--- config.mk ---
export PLATFORM = sky130hd
export DESIGN_NAME = pulse_width_meter_flat
export DESIGN_NICKNAME = d
export VERILOG_FILES = /design/src/rtl/pulse_width_meter_pkg.sv /design/src/rtl/pulse_width_meter_if.sv /design/src/rtl/pulse_width_meter_sync_edge_detect.sv /design/src/rtl/pulse_width_meter.sv /design/src/flat_wrapper.sv
export SDC_FILE = /design/constraint.sdc
export NUM_CORES = 1
export LEC_CHECK = 0
export ABC_CLOCK_PERIOD_IN_PS = 2000
export CORE_UTILIZATION = 40
export CTS_CLUSTER_DIAMETER = 100
export CTS_CLUSTER_SIZE = 20
export DETAILED_ROUTE_END_ITERATION = 10
export DONT_BUFFER_PORTS = 1
export GPL_ROUTABILITY_DRIVEN = 0
export PLACE_DENSITY_LB_ADDON = 0.12
export SETUP_SLACK_MARGIN = 0.1
export SKIP_LAST_GASP = 1
export SYNTH_ARGS = -nofsm -noshare
export SYNTH_HDL_FRONTEND = slang
export SYNTH_HIERARCHICAL = 1
export SYNTH_SLANG_ARGS = --single-unit
--- constraint.sdc ---
create_clock -name i_clk -period 2 [get_ports i_clk]
set_input_delay 0.1 -clock i_clk [delete_from_list [all_inputs] [get_ports i_clk]]
set_output_delay 0.1 -clock i_clk [all_outputs]
set_load 0.05 [all_outputs]
--- src/rtl/pulse_width_meter_pkg.sv ---
`default_nettype none
// ============================================================================
// Module      : pulse_width_meter_pkg
// Description : Shared types and constants for the pulse width meter.
//               - state_t     : measurement FSM states
//               - SYNC_STAGES : depth of the optional input synchroniser
// Macro       : PULSE_WIDTH_METER_SYNC_EN (consumed by sync_edge_detect)
// Revision    : 1.0 - initial release
// ============================================================================
package pulse_width_meter_pkg;

  typedef enum logic [1:0] {
    IDLE     = 2'b00,
    MEASURE  = 2'b01,
    WAIT_LOW = 2'b10
  } state_t;

  localparam int SYNC_STAGES = 2;

endpackage : pulse_width_meter_pkg
`default_nettype wire

--- src/rtl/pulse_width_meter_if.sv ---
`default_nettype none
// ============================================================================
// Module      : pulse_width_meter_if
// Description : Signal bundle between a pulse source/consumer and the meter.
//               Names are given from the meter's point of view.
//   i_pulse_in  : pulse being measured, active high
//   i_enable    : arms measurement; low aborts a measurement in progress
//   o_width     : width of the last accepted pulse (held until next valid)
//   o_valid     : one-cycle strobe when o_width/o_overflow update
//   o_overflow  : last reported pulse exceeded MAX_COUNT
//   o_busy      : meter state is not IDLE
//   modport master : drives pulse/enable, observes results
//   modport slave  : the meter itself
// Revision    : 1.0 - initial release
// ============================================================================
interface pulse_width_meter_if #(
  parameter int BIT_WIDTH = 12
);

  logic                 i_pulse_in;
  logic                 i_enable;
  logic [BIT_WIDTH-1:0] o_width;
  logic                 o_valid;
  logic                 o_overflow;
  logic                 o_busy;

  modport master (
    output i_pulse_in,
    output i_enable,
    input  o_width,
    input  o_valid,
    input  o_overflow,
    input  o_busy
  );

  modport slave (
    input  i_pulse_in,
    input  i_enable,
    output o_width,
    output o_valid,
    output o_overflow,
    output o_busy
  );

endinterface : pulse_width_meter_if
`default_nettype wire

--- src/rtl/pulse_width_meter_sync_edge_detect.sv ---
`default_nettype none
// ============================================================================
// Module      : sync_edge_detect
// Description : Input conditioning for a single-bit level: optional
//               synchroniser, previous-sample flop and rising-edge detect.
//   i_clk   : clock (posedge)
//   i_rst_n : asynchronous active-low reset
//   i_sig   : raw input level
//   o_s     : conditioned sample
//   o_rise  : o_s high while previous sample was low
// Macro       : PULSE_WIDTH_METER_SYNC_EN - when defined, i_sig passes
//               through a SYNC_STAGES-deep flop chain before o_s.
// Revision    : 1.0 - initial release
// ============================================================================
module sync_edge_detect
  import pulse_width_meter_pkg::*;
(
  input  wire logic i_clk,
  input  wire logic i_rst_n,
  input  wire logic i_sig,
  output logic      o_s,
  output logic      o_rise
);

  logic       w_s;
  logic       r_prev;
  logic [1:0] r_prime_cnt;
  logic       w_primed;

`ifdef PULSE_WIDTH_METER_SYNC_EN
  localparam int PRIME_CYCLES = SYNC_STAGES + 1;

  logic [SYNC_STAGES-1:0] r_sync;

  always_ff @(posedge i_clk or negedge i_rst_n) begin
    if (!i_rst_n) begin
      r_sync <= '0;
    end else begin
      r_sync <= {r_sync[SYNC_STAGES-2:0], i_sig};
    end
  end

  assign w_s = r_sync[SYNC_STAGES-1];
`else
  localparam int PRIME_CYCLES = 1;

  assign w_s = i_sig;
`endif

  // Until r_prev holds a genuine sample of the input, a high level could
  // only be a pulse that was already in progress at reset release; such a
  // pulse must not look like a rise, so edge detect stays gated until the
  // pipeline has filled.
  always_ff @(posedge i_clk or negedge i_rst_n) begin
    if (!i_rst_n) begin
      r_prev      <= 1'b0;
      r_prime_cnt <= 2'd0;
    end else begin
      r_prev <= w_s;
      if (!w_primed) begin
        r_prime_cnt <= r_prime_cnt + 2'd1;
      end
    end
  end

  assign w_primed = (r_prime_cnt == 2'(PRIME_CYCLES));
  assign o_s      = w_s;
  assign o_rise   = w_s & ~r_prev & w_primed;

endmodule : sync_edge_detect
`default_nettype wire

--- src/rtl/pulse_width_meter.sv ---
`default_nettype none
// ============================================================================
// Module      : pulse_width_meter
// Description : Measures high-pulse width in clock periods and reports each
//               accepted pulse with a one-cycle valid strobe. Pulses shorter
//               than MIN_COUNT are dropped; pulses longer than MAX_COUNT are
//               reported once as MAX_COUNT with overflow set.
//   i_clk   : clock (posedge)
//   i_rst_n : asynchronous active-low reset
//   io_bus  : pulse_width_meter_if.slave (pulse_in, enable, width, valid,
//             overflow, busy)
// Macro       : PULSE_WIDTH_METER_SYNC_EN - adds a 2-flop input synchroniser
//               (+2 cycles latency, widths unchanged).
// Revision    : 1.0 - initial release
// ============================================================================
module pulse_width_meter
  import pulse_width_meter_pkg::*;
#(
  parameter int MAX_COUNT = 4095,
  parameter int MIN_COUNT = 2,
  parameter int BIT_WIDTH = $clog2(MAX_COUNT + 1)
) (
  input  wire logic            i_clk,
  input  wire logic            i_rst_n,
  pulse_width_meter_if.slave   io_bus
);

  localparam logic [BIT_WIDTH-1:0] c_max_cnt = BIT_WIDTH'(MAX_COUNT);
  localparam logic [BIT_WIDTH-1:0] c_min_cnt = BIT_WIDTH'(MIN_COUNT);

  logic                 w_s;
  logic                 w_rise;

  state_t               r_state;
  logic [BIT_WIDTH-1:0] r_count;
  logic [BIT_WIDTH-1:0] r_width;
  logic                 r_valid;
  logic                 r_overflow;
  logic                 r_busy;

  sync_edge_detect u_sync_edge_detect (
    .i_clk   (i_clk),
    .i_rst_n (i_rst_n),
    .i_sig   (io_bus.i_pulse_in),
    .o_s     (w_s),
    .o_rise  (w_rise)
  );

  // r_busy is updated together with every r_state assignment so that it
  // always equals (r_state != IDLE) without a decode on the output.
  always_ff @(posedge i_clk or negedge i_rst_n) begin
    if (!i_rst_n) begin
      r_state    <= IDLE;
      r_count    <= '0;
      r_width    <= '0;
      r_valid    <= 1'b0;
      r_overflow <= 1'b0;
      r_busy     <= 1'b0;
    end else begin
      r_valid <= 1'b0;
      case (r_state)
        IDLE: begin
          if (w_rise && io_bus.i_enable) begin
            r_state <= MEASURE;
            r_busy  <= 1'b1;
            r_count <= BIT_WIDTH'(1);
          end
        end

        MEASURE: begin
          // Disable wins over every other transition on the same edge.
          if (!io_bus.i_enable) begin
            if (w_s) begin
              r_state <= WAIT_LOW;
              r_busy  <= 1'b1;
            end else begin
              r_state <= IDLE;
              r_busy  <= 1'b0;
            end
          end else if (w_s) begin
            if (r_count == c_max_cnt) begin
              // Report saturation once, then ignore the rest of the pulse.
              r_state    <= WAIT_LOW;
              r_busy     <= 1'b1;
              r_valid    <= 1'b1;
              r_width    <= c_max_cnt;
              r_overflow <= 1'b1;
            end else begin
              r_count <= r_count + 1'b1;
            end
          end else begin
            r_state <= IDLE;
            r_busy  <= 1'b0;
            if (r_count >= c_min_cnt) begin
              r_valid    <= 1'b1;
              r_width    <= r_count;
              r_overflow <= 1'b0;
            end
          end
        end

        WAIT_LOW: begin
          // Whether or not enabled, only the fall of the pulse leaves here.
          if (!w_s) begin
            r_state <= IDLE;
            r_busy  <= 1'b0;
          end
        end

        default: begin
          r_state <= IDLE;
          r_busy  <= 1'b0;
        end
      endcase
    end
  end

  assign io_bus.o_width    = r_width;
  assign io_bus.o_valid    = r_valid;
  assign io_bus.o_overflow = r_overflow;
  assign io_bus.o_busy     = r_busy;

endmodule : pulse_width_meter
`default_nettype wire

--- src/flat_wrapper.sv ---
// flat-port wrapper written by rule: the top's interface ports become plain ports
module pulse_width_meter_flat import pulse_width_meter_pkg::*;
#(
  parameter int MAX_COUNT = 4095,
  parameter int MIN_COUNT = 2,
  parameter int BIT_WIDTH = $clog2(MAX_COUNT + 1)
)
  (i_clk, i_rst_n, io_bus_i_pulse_in, io_bus_i_enable, io_bus_o_width, io_bus_o_valid, io_bus_o_overflow, io_bus_o_busy);
  pulse_width_meter_if #(.BIT_WIDTH(BIT_WIDTH)) io_bus_i ();
  input  wire logic i_clk;
  input  wire logic i_rst_n;
  input wire logic [$bits(io_bus_i.i_pulse_in)-1:0] io_bus_i_pulse_in;
  input wire logic [$bits(io_bus_i.i_enable)-1:0] io_bus_i_enable;
  output wire logic [$bits(io_bus_i.o_width)-1:0] io_bus_o_width;
  output wire logic [$bits(io_bus_i.o_valid)-1:0] io_bus_o_valid;
  output wire logic [$bits(io_bus_i.o_overflow)-1:0] io_bus_o_overflow;
  output wire logic [$bits(io_bus_i.o_busy)-1:0] io_bus_o_busy;
  assign io_bus_i.i_pulse_in = io_bus_i_pulse_in;
  assign io_bus_i.i_enable = io_bus_i_enable;
  assign io_bus_o_width = io_bus_i.o_width;
  assign io_bus_o_valid = io_bus_i.o_valid;
  assign io_bus_o_overflow = io_bus_i.o_overflow;
  assign io_bus_o_busy = io_bus_i.o_busy;
  pulse_width_meter #(.MAX_COUNT(MAX_COUNT), .MIN_COUNT(MIN_COUNT), .BIT_WIDTH(BIT_WIDTH)) u_core (.i_clk(i_clk), .i_rst_n(i_rst_n), .io_bus(io_bus_i));
endmodule
=== Yosys cells after proc, flatten, opt, wreduce, memory -nomap -nowiden ===
Index checks and enable logic that the tools add are counted.

* Add/subtract/negate cells: 2
* Magnitude comparators: 1
* Eq/ne operators: 11
* Multiplexer cells: 29
* Bitwise gates (word level): 3
* Reductions and logical operators: 7

{| class="wikitable"
|+ Operators by type and width
! cell !! count
|-
| $mux W12 || 7
|-
| $pmux W12 S2 || 1
|-
| $mux W1 || 13
|-
| $add A12 B1 Y12 const B || 1
|-
| $eq A12 B12 Y1 const B || 1
|-
| $ge A12 B2 Y1 const B || 1
|-
| $mux W2 || 6
|-
| $ne A2 B2 Y1 const B || 4
|-
| $pmux W2 S3 || 1
|-
| $reduce_and A5 Y1 || 1
|-
| $eq A2 B1 Y1 const B || 2
|-
| $ne A2 B1 Y1 const B || 2
|-
| $ne A4 B3 Y1 const B || 1
|-
| $reduce_and A4 Y1 || 1
|-
| $reduce_bool A2 Y1 || 2
|-
| $pmux W1 S3 || 1
|-
| $reduce_and A3 Y1 || 1
|-
| $add A2 B1 Y2 const B || 1
|-
| $and A1 B1 Y1 || 2
|-
| $eq A2 B2 Y1 const B || 1
|-
| $logic_not A2 Y1 || 1
|-
| $logic_and A1 B1 Y1 || 1
|-
| $not A1 Y1 || 1
|}

* Register bits: 32
* Bits of input ports: 4
* Word-level logic and storage cells: 61

=== Longest topological paths before layout ===
* Word-level depth: 6
* Gate-level depth with buffers: 8
* Gate-level depth less buffers: 8

=== By module ===
Netlist, hierarchy kept.

{| class="wikitable"
|+ Modules (own cells, without submodules)
! module !! instances !! cells an instance !! area each (µm²) !! sequential area each (µm²)
|-
| pulse_width_meter || 1 || 133 || 1425.1 || 725.7
|-
| sync_edge_detect || 1 || 10 || 125.1 || 75.1
|}

=== Least setup slack after synthesis ===
OpenSTA, ideal clock, no wires.

* Path kind: register to register
* Start point: register u_core.r_count[1]
* End point: register u_core.r_width[10], in the netlist u_core/io_bus.o_width[10]
* Library setup time: 64 ps
* Arrival time: 1734 ps
* Data required time: 1936 ps
* Path slack: 202 ps
* Stages on the path, launching flop included: 8
* Buffers on the path: 2
* Path through: dfrtp_1 ha_1 nand3_1 or3_1 buf_6 a211oi_4 buf_6 o22a_2

* Longest elaborated chain between the ends: 3
* Elaborated cells between the ends (all ways): 5
* Those cells by class: order compare: 1; eq/ne: 2; reduce/logical: 2

{| class="wikitable"
|+ RTL lines
! element !! RTL line !! source
|-
| from (decl) || pulse_width_meter.sv:35 || <nowiki>logic [BIT_WIDTH-1:0] r_count;</nowiki>
|-
| from (signal assigned) || pulse_width_meter.sv:89 || <nowiki>r_count <= r_count + 1'b1;</nowiki>
|-
| $ge A12 B2 Y1 or $eq A12 B12 Y1 (tied branches) || pulse_width_meter.sv:94, pulse_width_meter.sv:81 ||
|-
| $reduce_bool A2 Y1 (no line) or $ne A2 B1 Y1 (tied branches) || n/a ||
|-
| $reduce_and A4 Y1 (no line) * || n/a ||
|-
| to (signal assigned) || pulse_width_meter.sv:86 || <nowiki>r_width <= c_max_cnt;</nowiki>
|-
| to (signal assigned) || pulse_width_meter.sv:96 || <nowiki>r_width <= r_count;</nowiki>
|-
| to (decl) || pulse_width_meter.sv:36 || <nowiki>logic [BIT_WIDTH-1:0] r_width;</nowiki>
|}

Mark *: on every way between the ends. The rest lies on a longest branch, timed or not.
A chain may end at the register's enable or synchronous reset.

=== Worst setup path after layout ===
* Start point: register u_core.u_sync_edge_detect.r_prime_cnt[0]
* End point: register u_core.r_count[8]

* Longest elaborated chain between the ends: 5

{| class="wikitable"
|+ RTL lines
! element !! RTL line !! source
|-
| from (decl) || pulse_width_meter_sync_edge_detect.sv:27 || <nowiki>logic [1:0] r_prime_cnt;</nowiki>
|-
| from (signal assigned) || pulse_width_meter_sync_edge_detect.sv:61 || <nowiki>r_prime_cnt <= r_prime_cnt + 2'd1;</nowiki>
|-
| $eq A2 B1 Y1 || pulse_width_meter_sync_edge_detect.sv:66 || <nowiki>assign w_primed = (r_prime_cnt == 2'(PRIME_CYCLES));</nowiki>
|-
| $and A1 B1 Y1 || pulse_width_meter_sync_edge_detect.sv:68 || <nowiki>assign o_rise = w_s & ~r_prev & w_primed;</nowiki>
|-
| via u_core.w_rise || pulse_width_meter.sv:32 || <nowiki>logic w_rise;</nowiki>
|-
| $logic_and A1 B1 Y1 || pulse_width_meter.sv:63 || <nowiki>if (w_rise && io_bus.i_enable) begin</nowiki>
|-
| $ne A2 B1 Y1 (no line) || n/a ||
|-
| $reduce_and A5 Y1 (no line) || n/a ||
|}

The timed path passes the listed nets, and every way through them passes these cells.

==> reports/metrics.cfg <==
[place]
hpwl_um = 2220
io_buffer_count = 0
placed_area_mm2 = 0.00163
dpl.cell_count = 190
pre_cts_slack_ns = 0.104

[grt]
first_global_vias = 1150
grt_max_degree = 33
antenna_found_initial = 0
grt.overflow.total = 0
grt_pass1_wl_um = 5410
grtUsageTotal = 0.175

[layout]
syn2layout_area_growth_pct = 15.9
diodes = 0
postLayoutCellArea_mm2 = 0.00180
drive_gt1_frac = 0.221
finalNetCount = 160
final_cells = 202
multi_input_area_um2 = 689
final-seq-area_um2 = 806
final.fill_count = 345
fin_util = 0.487

[power_and_ir_drop]
power.density_mw_per_mm2 = 1170
power_mw = 2.10
peakVddDrop_v = 0.000421
p_leak_nw = 0.811

[sta]
fmax_mhz = 551
finClkSkew_ns = 0.00415
hold_violations = 0
setup_viol = 0
fin_crit_ns = 1.82
max_slew.worst_pin.slew_ns = 0.495
fin_crit_sh = 0.908
setup_tns_ns = 0
slew_headroom = 0.669
fin_ws_ns = 0.184
rsz0062_at_grt = true
whs_ns = 0.0420
drv_slew = 0

[clocking]
cts.sink_count = 32
cts-buffers-inserted = 5
worstSkewPairLatency_ns = 0.28
cts_tree = yes
htree_levels = 2
path_clk_slew_ns = 0.07
clockRootBuffer = clkbuf_8
clk_path_buf_depth = 2
post_cts_buffers = 0

[critical_path]
arrival_ns = 2.04
critPathRequiredTime_ns = 2.22
worst_path_max_delay_cell = or4b_2
cp_num_buf_inv = 1
crit_type = reg -> reg
critPathCaptureType = register
crit_chain = ha_2, nand2_1, nor2_1, nor4bb_1, buf_4, nor2_1, or4b_2, nand2_1
crit_fanout = 5
start_kind = register
slowest_delay_ns = 0.58
cp_top_family = simple AND/OR/NAND/NOR gates

[logic_synthesis]
netlist_area_mm2 = 0.00155
synthFlopType = dfrtp_1
yosysWarnings = 6
async_flop_share = 1.00
ys_types = 37
avgSynthCellArea_um2 = 10.8
synth_fp_nets = 150
synth_edf_count = 0
synthCells = 143
yosysSeqAreaShare = 0.517
synth-seq-cells = 32

[die]
core_mm2 = 0.00369
die_h_um = 64.3
start_util = 0.420
rows = 22
dieArea_mm2 = 0.00413
io_pins = 19
dieWidth_um = 64.3

[drt]
drt-total-wl_um = 3190
first_pass_iters = 4
vias = 1140
dr.first_iter.drc_count = 101
ant_nets = 0
vias_per_cell = 5.64
wl_per_cell_um = 15.8
drc = 0

[run_status]
status = finished, final reports clean

[run]
maxCapViolCount = 0

[worst_hold_path]
min_path_type = in -> reg

[cell usage in the layout, fill, tap and decap left out, types with 2 or more instances in the layout]
cell type	netlist	final
buf_12	0	2
nand3_1	7	7
dfrtp_1	32	28
nand4_1	3	3
inv_1	3	3
a21oi_1	4	4
nor4_1	3	3
dlygate4sd3_1	0	3
o22a_2	9	9
o22a_1	3	3
o21ai_0	2	2
buf_4	2	7
a31oi_1	2	2
nand2b_1	5	5
dfrtp_2	0	4
nand3b_1	2	2
mux2i_1	8	8
ha_1	3	2
nor3_1	5	5
clkbuf_8	0	5
nor2_1	8	8
o21a_1	2	2
nand2_1	13	13
or3_1	3	2
nor2b_1	2	2
and3_1	2	2
[repair_timing]
| item | CTS | global route |
|---|---|---|
| gates resized for setup | 1 | 5 |
| pin swaps | 0 | 1 |
| hold endpoints to repair | 35 | 0 |
| setup endpoints to repair | 1 | 10 |
| hold buffers | 4 | 0 |
[layout make-up]
type,count,area share
inverter,3,0.00627
clock buffer,6,0.0404
sequential,32,0.448
clock inverter,2,0.0195
timing repair buffer,12,0.0682
tap,48,0.0334
multi-input combinational,99,0.384
[worst reg2reg max path: cells and delay by family, from the launching register on]
| kind | cells | cell delay, ns |
|---|---|---|
| and+or+nand+nor | 6 | 0.99 |
| DFF | 1 | 0.39 |
| adders and majority gates | 1 | 0.21 |
| buffers and inverters | 1 | 0.16 |
[cells in the mapped netlist, drive strengths merged, types with 3 or more instances]
cell    number  area [µm²]
buf          4        37.5
nand3        7        35.0
clkbuf       5        18.8
nor3         5        25.0
nand2b       5        31.3
nand4        3        18.8
o22a        12         116
mux2i        8        80.1
nand2       13        48.8
ha           3        37.5
nor2         8        30.0
dfrtp       32         801
nor4         3        18.8
inv          3        11.3
a21oi        4        20.0
or3          3        18.8
[logic make-up after synthesis]
family | count (synthesis) | synth area share
AOI/OAI and AO/OA | 29 | 0.157
and+or+nand+nor | 58 | 0.201
xor gates and xnor gates | 1 | 0.00565
buffers and inverters | 12 | 0.0436
adders and majority gates | 3 | 0.0242
muxes | 8 | 0.0517
DFF | 32 | 0.517
[registers in the layout, indices dropped and copies added (netlist names)]
signal                                 flops
u_core/io_bus.o_busy                       1
u_core/io_bus.o_overflow                   1
u_core/io_bus.o_valid                      1
u_core/io_bus.o_width                     12
u_core/r_count                            12
u_core/r_state                             2
u_core/u_sync_edge_detect/r_prev           1
u_core/u_sync_edge_detect/r_prime_cnt      2
[metal layers]
layer  vias to the layer above  share of wire  GRT usage
met3                         7          0.041     0.0536
met4                         0          0.018     0.0778
met5                         -              0          0
met1                       559           0.46      0.214
li1                        547              -          -
met2                        27           0.48      0.280
[final timing paths]
check / to / cells after the start / startpoint / slack [ns]
max in group asynchronous: u_core/r_count[4]$_DFFE_PN0P_ / 2 / i_rst_n / 1.55
worst max-delay path: u_core/r_count[8]$_DFFE_PN0P_ / 8 / u_core/u_sync_edge_detect/r_prime_cnt[0]$_DFFE_PN0P_ / 0.18
worst min-delay path: u_core/io_bus.o_busy$_DFFE_PN0P_ / 2 / io_bus_i_pulse_in / 0.04
worst min register to register: u_core/u_sync_edge_detect/r_prime_cnt[0]$_DFFE_PN0P_ / 1 / u_core/u_sync_edge_detect/r_prime_cnt[0]$_DFFE_PN0P_ / 0.49
worst max register to register: u_core/r_count[8]$_DFFE_PN0P_ / 8 / u_core/u_sync_edge_detect/r_prime_cnt[0]$_DFFE_PN0P_ / 0.18
min in group asynchronous: u_core/io_bus.o_valid$_DFF_PN0_ / 2 / i_rst_n / 0.26
[where the power goes]
group / leakage [nW] / internal, mW / switching (mW)
combinational: 0.354 / 0.151 / 0.107
sequential: 0.401 / 0.763 / 0.467
clock: 0.0552 / 0.370 / 0.245
Note: power is estimated with default switching activity, not from simulation.
